$ cat src/rtl/segmented_sub_pipe_pkg.sv
// Shared constants and types for the segmented subtractor pipeline.
//   W       full datapath width
//   SPLIT   carry-chain break between stage 1 and stage 2
//   LANE_W  dual-single lane width
//   HI_LSB  LSB of the dual-single high lane
package maf_pkg;
   localparam int W      = 56;
   localparam int SPLIT  = 28;
   localparam int LANE_W = 24;
   localparam int HI_LSB = 32;
   localparam int HI_W   = W - SPLIT;

   localparam logic [2:0] MODE_FULL = 3'b000;
   localparam logic [2:0] MODE_DUAL = 3'b001;
   localparam logic [2:0] MODE_M3   = 3'b010;

   // Stage-1 register contents: low segment result plus the raw high operands.
   typedef struct packed {
      logic [SPLIT-1:0] lo_sum;
      logic             c28;    // carry out of bit 27, feeds the full-width high segment
      logic             c24;    // carry out of bit 23, low-lane borrow in dual mode
      logic [HI_W-1:0]  a_hi;
      logic [HI_W-1:0]  b_hi;
      logic [2:0]       cont;
   } s1_t;

   function automatic logic is_full(input logic [2:0] c);
      return (c == MODE_FULL) || (c == MODE_M3);
   endfunction
endpackage

$ cat src/rtl/segmented_sub_pipe_if.sv
// Operand/result bus of the segmented subtractor.
//   slave  : seen by the pipeline (consumes operands, produces results)
//   master : seen by the operand selector / consumer side
interface segmented_sub_pipe_if;
   import maf_pkg::*;
   logic         in_valid;
   logic         in_ready;
   logic [2:0]   cont;
   logic [W-1:0] op_0;
   logic [W-1:0] op_1;
   logic         out_valid;
   logic         out_ready;
   logic [W-1:0] diff;
   logic [1:0]   neg;
   logic [1:0]   zero;
   logic [2:0]   out_cont;

   modport master (output in_valid, cont, op_0, op_1, out_ready,
                   input  in_ready, out_valid, diff, neg, zero, out_cont);
   modport slave  (input  in_valid, cont, op_0, op_1, out_ready,
                   output in_ready, out_valid, diff, neg, zero, out_cont);
endinterface

$ cat src/rtl/segmented_sub_pipe_seg.sv
// sub_seg28: 28-bit a + ~b + cin segment.
//   a, b  : operands (b is inverted internally)
//   cin   : carry in (1 for a plain subtract)
//   sum   : 28-bit result
//   c24   : carry out of bit 23 (dual-lane low-lane tap)
//   cout  : carry out of bit 27
module sub_seg28
   import maf_pkg::*;
(
   input  logic [SPLIT-1:0] a,
   input  logic [SPLIT-1:0] b,
   input  logic             cin,
   output logic [SPLIT-1:0] sum,
   output logic             c24,
   output logic             cout
);
   localparam int TOP_W = SPLIT - LANE_W;

   logic [LANE_W:0] lo;
   logic [TOP_W:0]  hi;

   always_comb begin
      lo = {1'b0, a[LANE_W-1:0]} + {1'b0, ~b[LANE_W-1:0]} + {{LANE_W{1'b0}}, cin};
      hi = {1'b0, a[SPLIT-1:LANE_W]} + {1'b0, ~b[SPLIT-1:LANE_W]} + {{TOP_W{1'b0}}, lo[LANE_W]};
   end

   assign sum  = {hi[TOP_W-1:0], lo[LANE_W-1:0]};
   assign c24  = lo[LANE_W];
   assign cout = hi[TOP_W];
endmodule

$ cat src/rtl/segmented_sub_pipe.sv
// segmented_sub_pipe: two-stage segmented subtractor, diff = op_0 - op_1.
//   clk, rst_n : clock, synchronous active-low reset
//   bus        : valid/ready operand input and result output (slave side)
// Modes 000/010 subtract at full width; 001 subtracts two independent 24-bit
// lanes; any other mode passes the token through with a zero result.
module segmented_sub_pipe
   import maf_pkg::*;
(
   input  logic                clk,
   input  logic                rst_n,
   segmented_sub_pipe_if.slave bus
);
   localparam int GAP_W = HI_LSB - SPLIT;   // bits [31:28] between the lanes
   localparam int MID_W = HI_LSB - LANE_W;  // bits [31:24] forced to 0 in dual mode

   logic             s1_valid, out_valid_q;
   logic             out_adv, s1_adv;
   s1_t              s1_q;
   logic [SPLIT-1:0] s1_sum;
   logic             s1_c24, s1_c28;
   logic [HI_W-1:0]  s2_a, s2_b, s2_sum;
   logic             s2_cin, s2_cout, s2_c24_unused;
   logic [W-1:0]     r_diff, diff_q;
   logic [1:0]       r_neg, r_zero, neg_q, zero_q;
   logic [2:0]       cont_q;

   assign out_adv      = !out_valid_q || bus.out_ready;
   assign s1_adv       = !s1_valid || out_adv;
   assign bus.in_ready = s1_adv;

   // ---- stage 1: low segment ----
   sub_seg28 u_s1 (
      .a(bus.op_0[SPLIT-1:0]), .b(bus.op_1[SPLIT-1:0]), .cin(1'b1),
      .sum(s1_sum), .c24(s1_c24), .cout(s1_c28)
   );

   always_ff @(posedge clk) begin
      if (!rst_n) begin
         s1_valid <= 1'b0;
         s1_q     <= '0;
      end else if (s1_adv) begin
         s1_valid <= bus.in_valid;
         if (bus.in_valid) begin
            s1_q.lo_sum <= s1_sum;
            s1_q.c28    <= s1_c28;
            s1_q.c24    <= s1_c24;
            s1_q.a_hi   <= bus.op_0[W-1:SPLIT];
            s1_q.b_hi   <= bus.op_1[W-1:SPLIT];
            s1_q.cont   <= bus.cont;
         end
      end
   end

   // ---- stage 2: high segment ----
   // In dual mode the gap nibble of both operands is forced to all-ones:
   // F + ~F + 1 = 0x10, so exactly a carry of 1 reaches bit 32 and c28 is
   // never seen by the high lane.
   always_comb begin
      s2_a   = s1_q.a_hi;
      s2_b   = s1_q.b_hi;
      s2_cin = s1_q.c28;
      if (s1_q.cont == MODE_DUAL) begin
         s2_a[GAP_W-1:0] = '1;
         s2_b[GAP_W-1:0] = '1;
         s2_cin          = 1'b1;
      end
   end

   sub_seg28 u_s2 (
      .a(s2_a), .b(s2_b), .cin(s2_cin),
      .sum(s2_sum), .c24(s2_c24_unused), .cout(s2_cout)
   );

   always_comb begin
      r_diff = '0;
      r_neg  = '0;
      r_zero = '0;
      if (is_full(s1_q.cont)) begin
         r_diff    = {s2_sum, s1_q.lo_sum};
         r_neg[0]  = ~s2_cout;
         r_zero[0] = ~|r_diff;
      end else if (s1_q.cont == MODE_DUAL) begin
         r_diff = {s2_sum[HI_W-1:GAP_W], {MID_W{1'b0}}, s1_q.lo_sum[LANE_W-1:0]};
         r_neg  = {~s2_cout, ~s1_q.c24};
         r_zero = {~|s2_sum[HI_W-1:GAP_W], ~|s1_q.lo_sum[LANE_W-1:0]};
      end
   end

   // ---- output register: holds while the consumer stalls ----
   always_ff @(posedge clk) begin
      if (!rst_n) begin
         out_valid_q <= 1'b0;
         diff_q      <= '0;
         neg_q       <= '0;
         zero_q      <= '0;
         cont_q      <= '0;
      end else if (out_adv) begin
         out_valid_q <= s1_valid;
         if (s1_valid) begin
            diff_q <= r_diff;
            neg_q  <= r_neg;
            zero_q <= r_zero;
            cont_q <= s1_q.cont;
         end
      end
   end

   assign bus.out_valid = out_valid_q;
   assign bus.diff      = diff_q;
   assign bus.neg       = neg_q;
   assign bus.zero      = zero_q;
   assign bus.out_cont  = cont_q;
endmodule
$ cat src/flat_wrapper.sv
// flat-port wrapper written by rule: the top's interface ports become plain ports
module segmented_sub_pipe_flat import maf_pkg::*;
  (clk, rst_n, bus_in_valid, bus_cont, bus_op_0, bus_op_1, bus_out_ready, bus_in_ready, bus_out_valid, bus_diff, bus_neg, bus_zero, bus_out_cont);
  segmented_sub_pipe_if bus_i ();
  input  logic clk;
  input  logic rst_n;
  input wire logic [$bits(bus_i.in_valid)-1:0] bus_in_valid;
  input wire logic [$bits(bus_i.cont)-1:0] bus_cont;
  input wire logic [$bits(bus_i.op_0)-1:0] bus_op_0;
  input wire logic [$bits(bus_i.op_1)-1:0] bus_op_1;
  input wire logic [$bits(bus_i.out_ready)-1:0] bus_out_ready;
  output wire logic [$bits(bus_i.in_ready)-1:0] bus_in_ready;
  output wire logic [$bits(bus_i.out_valid)-1:0] bus_out_valid;
  output wire logic [$bits(bus_i.diff)-1:0] bus_diff;
  output wire logic [$bits(bus_i.neg)-1:0] bus_neg;
  output wire logic [$bits(bus_i.zero)-1:0] bus_zero;
  output wire logic [$bits(bus_i.out_cont)-1:0] bus_out_cont;
  assign bus_i.in_valid = bus_in_valid;
  assign bus_i.cont = bus_cont;
  assign bus_i.op_0 = bus_op_0;
  assign bus_i.op_1 = bus_op_1;
  assign bus_i.out_ready = bus_out_ready;
  assign bus_in_ready = bus_i.in_ready;
  assign bus_out_valid = bus_i.out_valid;
  assign bus_diff = bus_i.diff;
  assign bus_neg = bus_i.neg;
  assign bus_zero = bus_i.zero;
  assign bus_out_cont = bus_i.out_cont;
  segmented_sub_pipe u_core (.clk(clk), .rst_n(rst_n), .bus(bus_i));
endmodule
$ cat config.mk
export PLATFORM = sky130hd
export DESIGN_NAME = segmented_sub_pipe_flat
export DESIGN_NICKNAME = d
export VERILOG_FILES = /design/src/rtl/segmented_sub_pipe_pkg.sv /design/src/rtl/segmented_sub_pipe_if.sv /design/src/rtl/segmented_sub_pipe_seg.sv /design/src/rtl/segmented_sub_pipe.sv /design/src/flat_wrapper.sv
export SDC_FILE = /design/constraint.sdc
export NUM_CORES = 1
export LEC_CHECK = 0
export CORE_UTILIZATION = 24
export CTS_CLUSTER_DIAMETER = 30
export DETAILED_ROUTE_END_ITERATION = 10
export HOLD_SLACK_MARGIN = 0.15
export PLACE_DENSITY = 0.42
export SLEW_MARGIN = 10
export SYNTH_ARGS = -nofsm -noshare
export SYNTH_HDL_FRONTEND = slang
export SYNTH_SLANG_ARGS = --single-unit
$ cat constraint.sdc
create_clock -name clk -period 7.25 [get_ports clk]
set_input_delay 1.45 -clock clk [delete_from_list [all_inputs] [get_ports clk]]
set_output_delay 1.45 -clock clk [all_outputs]
set_load 0.02 [all_outputs]
### Yosys cells after proc, flatten, opt, wreduce, memory -nomap -nowiden

Index checks and enable logic that the tools add are counted.

* register bits after elaboration: 154
* input port bits: 119
* output and inout port bits: 65
* logic and storage cells: 53

* $add $sub $neg: 8
* equality and inequality tests: 2
* mux-type cells: 11
* bitwise logic cells: 6
* reductions and logical operators: 14

Operators by type and width (number)
* $mux 56: 2
* $reduce_or 56->1: 1
* $add 24x24->25: 2
* $not 24->24: 2
* $reduce_or 24->1: 2
* $add 25x1->25: 1
* $add 25x1->25 const B: 1
* $add 4x4->5: 2
* $add 5x1->5: 2
* $mux 4: 2
* $not 4->4: 2
* $logic_not 1->1: 5
* $mux 1: 5
* $mux 2: 2
* $reduce_and 2->1: 2
* $eq 3x1->1 const B: 1
* $eq 3x2->1 const B: 1
* $logic_not 3->1: 1
* $logic_or 1x1->1: 3
* $not 1->1: 2

### Longest topological paths before layout

* depth after elaboration: 10
* depth in mapped cells: 25
* mapped depth without buffers: 24

### Hierarchy

Synthesis repeated with hierarchy kept, for this count alone.

* cell total of the unflattened synthesis: 1089
* area total of the unflattened synthesis: 9063.7 um^2

By module, submodules not included
* segmented_sub_pipe: instances 1, cells each 656, area an instance 5975.7 um^2, seq. area each 3083.0 um^2
* sub_seg28 (u_core.u_s1): instances 1, cells each 219, area an instance 1576.5 um^2, seq. area each 0.0 um^2
* sub_seg28 (u_core.u_s2): instances 1, cells each 214, area an instance 1511.4 um^2, seq. area each 0.0 um^2

### Worst setup path after synthesis

No wires, ideal clock.

* kind: register -> register
* start: register u_core.s1_q[0] in the netlist's numbering
* end: register u_core.zero_q[1] (netlist: u_core.bus.zero[1])
* library setup time: 59 ps
* arrival: 5631 ps
* data required time: 7191 ps
* slack: 1560 ps
* stages on the path, launching flop included: 26
* buffers on the path: 1
* period minus slack after synthesis: 5690 ps
* path through: dfxtp_1 nor3b_1 clkbuf_1 nor2_1 fa_1 fa_1 nand2b_1 a211oi_1 o41a_1 or4_4 and4_4 a41oi_2 o21ai_2 a31oi_1 o21bai_1 a21oi_1 fa_1 fa_1 xor2_1 nand4_1 nor4_1 nand4_1 nor4_1 nand4_1 nor4b_4 a31o_1

* word-level cells in the longest chain between the ends: 10
* elaborated cells on any way between the ends: 15
* classes of those cells: 3 x add/sub; 2 x eq/ne; 5 x mux; 1 x bitwise; 4 x reduce/logical

RTL lines
* from (decl): line segmented_sub_pipe.sv:18 `s1_t s1_q;`
* $eq 3x1->1: line segmented_sub_pipe.sv:62, segmented_sub_pipe.sv:82
* $mux 4: line segmented_sub_pipe.sv:62 `if (s1_q.cont == MODE_DUAL) begin`
* $not 24->24: line segmented_sub_pipe_seg.sv:23 `lo = {1'b0, a[LANE_W-1:0]} + {1'b0, ~b[LANE_W-1:0]} + {{LANE_W{1'b0}}, cin};`
* $add 24x24->25: line segmented_sub_pipe_seg.sv:23
* $add 25x1->25: line segmented_sub_pipe_seg.sv:23
* $add 5x1->5: line segmented_sub_pipe_seg.sv:24 `hi = {1'b0, a[SPLIT-1:LANE_W]} + {1'b0, ~b[SPLIT-1:LANE_W]} + {{TOP_W{1'b0}}, lo[LANE_W]};`
* $reduce_or 24->1: line segmented_sub_pipe.sv:85 `r_zero = {~|s2_sum[HI_W-1:GAP_W], ~|s1_q.lo_sum[LANE_W-1:0]};`
* $logic_not 1->1: line segmented_sub_pipe.sv:85
* $mux 2: line segmented_sub_pipe.sv:82 `end else if (s1_q.cont == MODE_DUAL) begin`
* $mux 1 (*): line segmented_sub_pipe.sv:78 `if (is_full(s1_q.cont)) begin`
* to (signal assigned): line segmented_sub_pipe.sv:102 `zero_q <= r_zero;`
* to (decl): line segmented_sub_pipe.sv:24 `logic [1:0] r_neg, r_zero, neg_q, zero_q;`

Every way passes the cells marked *; elsewhere a longest branch is shown, timed or not.
A chain may end at the register's enable or synchronous reset.

### Final worst setup path

Ends and elaborated chain as after synthesis.

==> flow_summary.json <==
{
  "run_status": "finished clean",
  "worstPathMaxFanout": 13,
  "post_cts_resized": 0,
  "grt_max_degree": 95,
  "final.min_clock_period_ps": 6421,
  "h-tree-depth": 4,
  "synthFlopType": "dfxtp_1",
  "worstPathRequired_ps": 7610,
  "grt_pass1_vias": 7421,
  "fillCellCount": 3748,
  "endpoint_kind": "flip-flop",
  "cts_buffer_depth": 2,
  "dpl.hpwl_mm": 19.15,
  "die_y_um": 190.6,
  "antenna_found_initial": 1,
  "synth-seq-area-share": 0.3612,
  "ys.warnings.count": 0,
  "syn2layout_area_growth_pct": 33.49,
  "slew_viol_final": 0,
  "worstSetupStartpointType": "flip-flop",
  "first_iter_violations": 386,
  "postCtsHoldBufs": 0,
  "clkTransAtPathRegs_ps": 70,
  "drt_pre_antenna_iters": 4,
  "setup_viol": 0,
  "skew_ps": 15.62,
  "whs_ps": 466.0,
  "grt_first_pass_wirelength_mm": 40.52,
  "worstSkewPairLatency_ps": 430,
  "gp_congestion": 0.7911,
  "synth.area.top_cells": "dfxtp_1, nand2_1, ha_1",
  "synth_top_area_cell": "dfxtp_1",
  "register_area_um2": 3083,
  "tightestPinTransition_ps": 1061,
  "hold_viol": 0,
  "async_reset_ff_frac": 0,
  "tns_ps": 0,
  "rsz0062_at_grt": "false",
  "ant_nets": 0,
  "netlist_area_um2": 8536,
  "synth_cell_type_count": 64,
  "ys_ff_latch": 154,
  "avgViaCountPerCell": 4.499,
  "die_x_um": 190.6,
  "maxSlewHeadroom": 0.2871,
  "multi_input_area_um2": 5017,
  "root_buffer": "clkbuf_16",
  "vias": 7517,
  "critPathKind": "reg2reg",
  "p_leak_uw": 0.004542,
  "grtUsageTotal": 0.1431,
  "syn_avg_cell_area_um2": 8.160,
  "grt_overflow": 0,
  "synth_edf_count": 0,
  "io_pins": 184,
  "portBuffers": 183,
  "postLayoutCellArea_um2": 11390,
  "syn_inst": 1046,
  "start_util": 0.2453,
  "fp-row-count": 68,
  "postPlaceCellArea_um2": 10790,
  "core_um2": 34800,
  "syn_nets": 1225,
  "cts_tree": "yes",
  "ir_drop_uv": 147.1,
  "hp-class": "reg2reg",
  "numCtsBuffers": 17,
  "postCtsSetupRepairBufs": 0,
  "powerDensity_nw_per_um2": 216.5,
  "max_freq_mhz": 155.7,
  "clkSinkCount": 154,
  "post-route-drc-count": 0,
  "cp.arrival_ps": 6790,
  "nets": 1381,
  "drive_gt1_frac": 0.04856,
  "maxCapViolCount": 0,
  "yosys.area.top_type_share": 0.3612,
  "post-route-period-util": 0.8856,
  "post_drt_wl_per_cell_um": 15.41,
  "dieArea_um2": 36320,
  "wl_mm": 25.75
}
==> Yosys cell counts, types with 12 or more instances <==
cell,n
a21boi_0,70
a21o_1,24
a21oi_1,41
a22oi_1,41
and2_1,27
clkbuf_1,50
dfxtp_1,154
ha_1,53
inv_1,68
nand2_1,192
nand3_1,13
nor2_1,38
nor2b_1,56
nor4_1,12
o21ai_0,48
xnor2_1,22
xor2_1,17
==> worst paths after layout <==
kind / end / slack, ps / start / depth (start not counted)
worst max-delay path: u_core.bus.zero[1] / 830 / u_core.s1_q[0] / 25
worst min-delay path: u_core.s1_q[32] / 470 / u_core.s1_q[32] / 2
worst max register to register: u_core.bus.zero[1] / 830 / u_core.s1_q[0] / 25
worst min register to register: u_core.s1_q[32] / 470 / u_core.s1_q[32] / 2
==> power by group <==
part / internal, uW / switching (uW) / total (uW)
Sequential: 902 / 41.6 / 944
Combinational: 294 / 331 / 625
Clock: 465 / 432 / 897
==> layout by cell type, fill, tap and decap left out, types with 3 or more instances in the layout <==
cell,instances
nand3_1,13
ha_1,53
nor4_1,12
a31oi_1,4
clkinv_8,5
inv_8,3
fa_1,7
and2_1,26
a21boi_0,70
or2_2,7
a21o_1,24
nand2b_1,5
o21ai_0,48
a211oi_1,3
xor2_1,17
o211a_1,6
o21bai_1,3
o31ai_1,5
o21a_1,8
clkdlybuf4s50_1,182
clkbuf_16,17
dfxtp_1,154
a21oi_1,41
and3_1,7
nor2_1,38
or3_1,4
inv_1,68
nand2_1,191
buf_4,6
nor2b_1,56
a22oi_1,41
inv_6,4
nor3_1,10
xnor2_1,22
nand4_1,7
o31a_1,4
==> cells by family after synthesis <==
kind of cell,after synthesis,share of synthesized area
AO/OA/AOI/OAI,283,0.2309
XOR/XNOR,39,0.04002
adder cells (fa/ha/maj),60,0.09411
buffers and inverters,119,0.05248
flip-flops,154,0.3612
multiplexers,2,0.002345
AND/OR/NAND/NOR,389,0.2190
==> routing by layer <==
| layer | track usage | wire length (um) | share of wire |
|---|---|---|---|
| met2 | 0.2292 | 11600 | 0.45 |
| met3 | 0.03441 | 1535 | 0.060 |
| met4 | 0.03600 | 173 | 0.0067 |
| met1 | 0.1915 | 12440 | 0.48 |
| met5 | 0 | 0 | 0 |
==> cell type report <==
| class | count | area share |
|---|---|---|
| Inverter | 68 | 0.02240 |
| Multi-Input combinational cell | 773 | 0.4403 |
| Sequential cell | 154 | 0.2706 |
| Clock buffer | 17 | 0.03733 |
| Clock inverter | 15 | 0.01537 |
| Timing Repair Buffer | 188 | 0.1638 |
| Antenna cell | 1 | 0.0002196 |
| Tap cell | 455 | 0.04996 |
==> stage by stage <==
| step | instances | utilization | power, uW | setup slack (ps) |
|---|---|---|---|---|
| after detailed placement | 1638 | 0.3101 | 1597 | 887.1 |
| after CTS | 1670 | 0.3274 | 2507 | 846.0 |
| final | 1671 | 0.3274 | 2467 | 829.2 |
| after global placement | 1638 | 0.3101 | 1598 | 1073 |
| after global routing | 1670 | 0.3274 | 2611 | 394.0 |
| after floorplan | 1046 | - | 1361 | 1560 |
==> flip-flops by register name, summed over array words and instances, names as in the netlist <==
signal                flops
u_core.s1_valid           1
u_core.s1_q              89
u_core.bus.neg            2
u_core.bus.diff          56
u_core.bus.zero           2
u_core.bus.out_valid      1
u_core.bus.out_cont       3
==> worst max-delay path: stages, from the launching register on <==
cell,delay [ps]
dfxtp_1,340
nor3b_1,150
buf_4,180
or2_2,300
fa_1,460
fa_1,410
nand2b_1,180
a211oi_1,330
o41a_1,320
or4_4,190
and4_4,200
a41oi_2,180
o21ai_2,260
a31oi_1,110
o21bai_1,130
a21oi_1,90
fa_1,410
fa_1,410
xor2_1,180
nand4_1,130
nor4_1,340
nand4_1,130
nor4_1,250
nand4_1,190
nor4b_4,290
a31o_1,170
Power figures use the tool's default switching activity.
